File: src/rtl/pipelined_barrel_shifter.sv
`default_nettype none
// ---------------------------------------------------------------------------
// pipelined_barrel_shifter : streaming SLL/SRL/SRA/ROL/ROR, one stage per amount bit
// Revision: 1.0
// ---------------------------------------------------------------------------
module pipelined_barrel_shifter #(
  parameter  int WIDTH = 8,
  localparam int SHW   = $clog2(WIDTH)
) (
  input  logic             clk,
  input  logic             rst_n,
  input  logic             in_valid,
  output logic             in_ready,
  input  logic [WIDTH-1:0] IN,
  input  logic [SHW-1:0]   shift_amnt,
  input  logic [2:0]       mode,
  output logic             out_valid,
  input  logic             out_ready,
  output logic [WIDTH-1:0] OUT,
  output logic             out_err
);

  localparam logic [2:0] c_SLL = 3'd0;
  localparam logic [2:0] c_SRL = 3'd1;
  localparam logic [2:0] c_SRA = 3'd2;
  localparam logic [2:0] c_ROL = 3'd3;
  localparam logic [2:0] c_ROR = 3'd4;

  // Index i is the input side of stage i; index SHW is the output of the last stage.
  logic [WIDTH-1:0] w_data  [SHW+1];
  logic             w_valid [SHW+1];
  logic             w_err   [SHW+1];
  logic             w_ready [SHW+1];
  logic [2:0]       w_mode  [SHW];
  logic [SHW-1:0]   w_amnt  [SHW];

  assign w_data[0]    = IN;
  assign w_valid[0]   = in_valid;
  assign w_err[0]     = (mode > c_ROR);
  assign w_mode[0]    = mode;
  assign w_amnt[0]    = shift_amnt;
  assign w_ready[SHW] = out_ready;

  assign in_ready  = w_ready[0];
  assign OUT       = w_data[SHW];
  assign out_err   = w_err[SHW];
  assign out_valid = w_valid[SHW];

  for (genvar i = 0; i < SHW; i++) begin : g_stage
    localparam int c_DIST = 2 ** i;

    logic [WIDTH-1:0] w_shifted;
    logic [WIDTH-1:0] r_data;
    logic             r_valid;
    logic             r_err;

    always_comb begin
      w_shifted = w_data[i];
      if (w_amnt[i][i]) begin
        case (w_mode[i])
          c_SLL:   w_shifted = w_data[i] << c_DIST;
          c_SRL:   w_shifted = w_data[i] >> c_DIST;
          c_SRA:   w_shifted = $signed(w_data[i]) >>> c_DIST;
          c_ROL:   w_shifted = (w_data[i] << c_DIST) | (w_data[i] >> (WIDTH - c_DIST));
          c_ROR:   w_shifted = (w_data[i] >> c_DIST) | (w_data[i] << (WIDTH - c_DIST));
          default: w_shifted = w_data[i];
        endcase
      end
    end

    // A stage may take new data when it is empty or its occupant moves on.
    assign w_ready[i] = !w_valid[i+1] || w_ready[i+1];

    always_ff @(posedge clk or negedge rst_n) begin
      if (!rst_n) begin
        r_valid <= 1'b0;
        r_data  <= '0;
        r_err   <= 1'b0;
      end else if (w_ready[i]) begin
        r_valid <= w_valid[i];
        r_data  <= w_shifted;
        r_err   <= w_err[i];
      end
    end

    assign w_valid[i+1] = r_valid;
    assign w_data[i+1]  = r_data;
    assign w_err[i+1]   = r_err;

    if (i < SHW - 1) begin : g_carry
      logic [2:0]     r_mode;
      logic [SHW-1:0] r_amnt;

      always_ff @(posedge clk or negedge rst_n) begin
        if (!rst_n) begin
          r_mode <= '0;
          r_amnt <= '0;
        end else if (w_ready[i]) begin
          r_mode <= w_mode[i];
          r_amnt <= w_amnt[i];
        end
      end

      assign w_mode[i+1] = r_mode;
      assign w_amnt[i+1] = r_amnt;
    end
  end

endmodule
`default_nettype wire

File: config.mk
export PLATFORM = sky130hd
export DESIGN_NAME = pipelined_barrel_shifter
export DESIGN_NICKNAME = d
export VERILOG_FILES = /design/src/rtl/pipelined_barrel_shifter.sv
export SDC_FILE = /design/constraint.sdc
export NUM_CORES = 1
export LEC_CHECK = 0
export BUFFER_PORTS_ARGS = -buffer_cell sky130_fd_sc_hd__buf_2
export CORE_UTILIZATION = 35
export DETAILED_ROUTE_END_ITERATION = 7
export GPL_ROUTABILITY_DRIVEN = 0
export PLACE_DENSITY_LB_ADDON = 0.25
export SETUP_SLACK_MARGIN = 0.05
export SYNTH_ARGS = -nofsm -noshare
export SYNTH_HDL_FRONTEND = slang
export SYNTH_SLANG_ARGS = --single-unit
File: constraint.sdc
create_clock -name clk -period 1.9 [get_ports clk]
set_clock_uncertainty 0.05 [all_clocks]
set_input_delay 0.095 -clock clk [delete_from_list [all_inputs] [get_ports clk]]
set_output_delay 0.095 -clock clk [all_outputs]
set_load 0.01 [all_outputs]
### Yosys cells after proc, flatten, opt, wreduce, memory -nomap -nowiden

Cells that the tools add are included.

* logic and storage cells: 47
* output and inout port bits: 11
* register bits: 42

* equal/unequal tests: 12
* mux-type cells: 6
* reduce and logical (&&, ||, !) cells: 10
* bitwise operators: 5
* magnitude comparators: 1

Operators by type and width (count)
* 8-bit one-hot mux with 5 select lines: 2
* 8-bit one-hot mux with 4 select lines: 1
* 8-bit 2-to-1 mux: 3
* 3-bit by 2-bit == test with 1-bit output (second input constant): 6
* 3-bit by 1-bit == test with 1-bit output (second input constant): 3
* 3-bit == test (second input constant): 3
* 3-bit logical NOT: 3
* 4-bit by 8-bit bitwise OR with 8-bit output: 1
* 6-bit by 8-bit bitwise OR with 8-bit output: 1
* 7-bit by 8-bit bitwise OR with 8-bit output: 1
* 8-bit by 1-bit bitwise OR with 8-bit output: 1
* 8-bit by 2-bit bitwise OR with 8-bit output: 1
* 3-bit greater-than comparator (second input constant): 1
* 1-bit logical NOT: 3
* 1-bit logical OR: 3
* 2-bit OR reduction: 1

### Logic depth before layout (Yosys ltp)

* depth after elaboration: 4
* depth in mapped cells: 7

### Worst setup path after synthesis

No wires, ideal clock.

* path type: register to register
* from: register g_stage[0].g_carry.r_mode[0]
* to: register g_stage[1].r_data[3]
* required time: 1.725 ns
* path buffers: 0
* path slack: 0.498 ns
* cell stages (with the launch flop): 5
* setup time: 0.125 ns
* data arrival time: 1.227 ns
* cells stage by stage: dfrtp_1 > xnor2_1 > mux2_2 > o221ai_1 > nand2_1

* longest elaborated chain between the ends: 3
* elaborated cells on any way between the ends: 7
* those cells by class: eq/ne: 4; mux: 2; reduce/logical: 1

Ends and longest elaborated chain
* from (decl): RTL line 91 `logic [2:0] r_mode;`
* from (signal assigned): RTL line 99 `r_mode <= w_mode[i];`
* 3-bit == test, or another cell as far along: RTL line 60 `case (w_mode[i])`
* 8-bit one-hot mux with 5 select lines *: RTL line 60
* 8-bit 2-to-1 mux *: RTL line 59 `if (w_amnt[i][i]) begin`
* to (signal assigned): RTL line 81 `r_data <= w_shifted;`
* to (decl): RTL line 53 `logic [WIDTH-1:0] r_data;`

Mark *: on every way between the ends. The rest lies on a longest branch, timed or not.
A chain may end at the register's enable or synchronous reset.

### Worst setup path in the final report

* from: register g_stage[2].r_valid, in the netlist out_valid
* to: output in_ready

* longest elaborated chain between the ends: 4

Ends and longest elaborated chain
* from (decl): RTL line 54 `logic r_valid;`
* from (signal assigned): RTL line 80 `r_valid <= w_valid[i];`
* 1-bit logical NOT: RTL line 72 `assign w_ready[i] = !w_valid[i+1] || w_ready[i+1];`
* 1-bit logical OR (3 in a row): RTL line 72
* to (decl): RTL line 13 `output logic in_ready,`

Every way passes these cells.

==> results_dict.tcl <==
set metrics [dict create \
    reg2reg_depth 4 \
    h-tree-depth 2 \
    insertion_delay_ps 300 \
    die_height_um 82.5 \
    combPwrFrac 0.294 \
    die_w_um 82.5 \
    powerDensity_nw_per_um2 962 \
    initial_utilization 0.372 \
    timing.final.max_slew_violations 0 \
    synth.avg_cell_area_um2 9.07 \
    crit_slowest_cell "and4b_1" \
    min_path_type "in -> reg" \
    whs_ps 25.6 \
    core.rowCount 28 \
    final_cell_mix "54 x nand2_1, 39 x dfrtp_1, 28 x buf_2" \
    top_usage_layer "met2" \
    crit_chain "and4b_1 > inv_4 > buf_2" \
    cts_num_sinks 39 \
    vias_per_cell 5.37 \
    layout.nets 297 \
    num_antenna_cells 0 \
    ant_nets 0 \
    area_growth_pct 14.9 \
    met3_usage 0.0297 \
    seqPwrFrac 0.477 \
    post-dp-hpwl_mm 3.83 \
    drt-wirelength-per-cell_um 14.6 \
    ys_seq_area_frac 0.430 \
    layout_commonest_cell "nand2_1" \
    numPortBuffers 28 \
    startpoint_type "register" \
    route.vias.total 1905 \
    period_minus_slack_ps 1600 \
    slowest_delay_ps 430 \
    leakage_nw 1.15 \
    ios 29 \
    grt_pass1_vias 1808 \
    met1_usage 0.241 \
    syn_inst 250 \
    worstMarginPinSlew_ps 497 \
    rsz0062_at_grt "false" \
    setup_viol 0 \
    syn_nets 268 \
    fin_crit_sh 0.843 \
    cts_resized 0 \
    clk_pin_slew_ps 80 \
    placed_area_um2 2460 \
    grt_overflow 0 \
    ys_types 41 \
    synth_seq_cells 39 \
    core_um2 6100 \
    remaining_drc_errors 0 \
    worstSetupEndpointType "output port" \
    grt_max_degree 40 \
    status "complete, no violations" \
    fin_area_um2 2610 \
    power.internal_mw 1.62 \
    numCtsBuffers 5 \
    wirelength_mm 5.19 \
    drt_first_pass_iters 5 \
    peakVddDrop_mv 0.426 \
    path_class "reg -> out" \
    slew-limit-headroom 0.669 \
    synth_warnings 0 \
    p_clk_frac 0.229 \
    drt_iter0_markers 95 \
    cts_tree "built" \
    setup_tns_ps 0 \
    syn_area_um2 2270 \
    antenna_found_initial 0 \
    drive_above_1_share 0.218 \
    crit_required_ps 1750 \
    grt_pass1_wl_mm 9.07 \
    fmax_mhz 625 \
    cp.arrival_ps 1460 \
    grtUsageTotal 0.177 \
    final_hold_viol_count 0 \
    p_sw_frac 0.355 \
    met2_usage 0.278 \
    hold-path-cell-count 3 \
    cts.root.buffer_cell "clkbuf_8" \
    fp.dieArea_um2 6810 \
    cts.path.max_buffers 2 \
    power_switching_uw 891 \
    cp_max_fo 16 \
    maxCapViolCount 0 \
]
==> logic make-up (layout without fill, tap and decap cells) <==
logic type,after synthesis,count (layout),share of synthesized area
and+or+nand+nor,88,88,0.181
AOI/OAI and AO/OA,78,78,0.243
DFF,39,39,0.430
buffers and inverters,28,58,0.0596
muxes,12,12,0.0585
xor gates and xnor gates,4,4,0.0237
adders and majority gates,1,1,0.00441
==> cell usage after synthesis (all sizes together) <==
| library cell | n | area share |
|---|---|---|
| maj3 | 1 | 0.0044 |
| clkbuf | 5 | 0.0083 |
| o22ai | 11 | 0.030 |
| o21a | 6 | 0.020 |
| mux2i | 2 | 0.0088 |
| o22a | 1 | 0.0039 |
| a211oi | 4 | 0.013 |
| and2 | 3 | 0.0083 |
| a21boi | 5 | 0.022 |
| a21oi | 9 | 0.020 |
| mux2 | 10 | 0.050 |
| buf | 14 | 0.035 |
| a31oi | 3 | 0.0083 |
| inv | 9 | 0.016 |
| and3b | 1 | 0.0039 |
| or2 | 5 | 0.014 |
| nor2 | 7 | 0.012 |
| o21ai | 10 | 0.022 |
| nor3b | 2 | 0.0088 |
| nor3 | 5 | 0.011 |
| and3 | 2 | 0.0055 |
| nand2b | 4 | 0.011 |
| a32oi | 4 | 0.015 |
| xor2 | 2 | 0.0077 |
| and4b | 1 | 0.0044 |
| xnor2 | 2 | 0.016 |
| nor2b | 2 | 0.0055 |
| dfrtp | 39 | 0.43 |
| a22oi | 15 | 0.050 |
| or3b | 2 | 0.0077 |
| nand2 | 54 | 0.089 |
| o221ai | 10 | 0.039 |
==> sequential cells by signal (all words and copies together), names as in the netlist <==
| signal | cells |
|---|---|
| g_stage.g_carry.r_amnt | 3 |
| g_stage.r_valid | 2 |
| out_err | 1 |
| g_stage.g_carry.r_mode | 6 |
| OUT | 8 |
| g_stage.r_data | 16 |
| g_stage.r_err | 2 |
| out_valid | 1 |
==> per-layer routing <==
layer,vias to the layer above,share of wire
met5,-,0
met4,0,0.012
met3,4,0.026
met2,35,0.46
met1,903,0.50
li1,963,-
==> area by class of cell <==
class	instances	area (um2)
clock buffer	5	68.8
clock inverter	3	25.0
fill	622	3490
inverter	9	36.3
multi-input combinational	183	1160
sequential	39	976
tap	75	93.8
timing repair buffer	41	250
==> metrics by stage <==
step	setup slack, ps	power (mW)	instances	util
6_report	299	2.51	355	0.428
3_5_place_dp	373	1.95	342	0.404
4_1_cts	291	2.54	355	0.428
3_3_place_gp	402	1.94	342	0.404
2_1_floorplan	498	1.68	250	-
5_1_grt	201	2.69	355	0.428
==> worst max-delay path: cells and delay by family, from the launching register on <==
family | cells | cell delay [ps]
flops | 1 | 400
simple gates | 1 | 430
buf+inv | 2 | 320
==> power by group through the flow <==
stage | Combinational (mW) | Sequential, mW | Clock [mW]
final | 0.737 | 1.20 | 0.574
after global routing | 0.842 | 1.23 | 0.624
after CTS | 0.741 | 1.20 | 0.600
after detailed placement | 0.732 | 1.21 | 0
after global placement | 0.728 | 1.21 | 0
after floorplan | 0.508 | 1.17 | 0
==> final timing paths <==
check,end,slack [ps],start
max in group asynchronous,g_stage[0].g_carry.r_mode[2]$_DFFE_PN0P_,1130,rst_n
max reg2reg,g_stage[1].r_data[3]$_DFFE_PN0P_,360,g_stage[0].g_carry.r_mode[0]$_DFFE_PN0P_
min,g_stage[0].r_data[4]$_DFFE_PN0P_,30,IN[4]
min reg2reg,out_err$_DFFE_PN0P_,420,out_err$_DFFE_PN0P_
max,in_ready,300,out_valid$_DFFE_PN0P_
min in group asynchronous,g_stage[0].g_carry.r_amnt[1]$_DFFE_PN0P_,320,rst_n
==> timing repair <==
item / 4_1_cts / 5_1_grt
buffers inserted: 0 / 0
hold endpoints to repair: 43 / 0
hold buffers: 5 / 0
(Power assumes the default switching activity.)
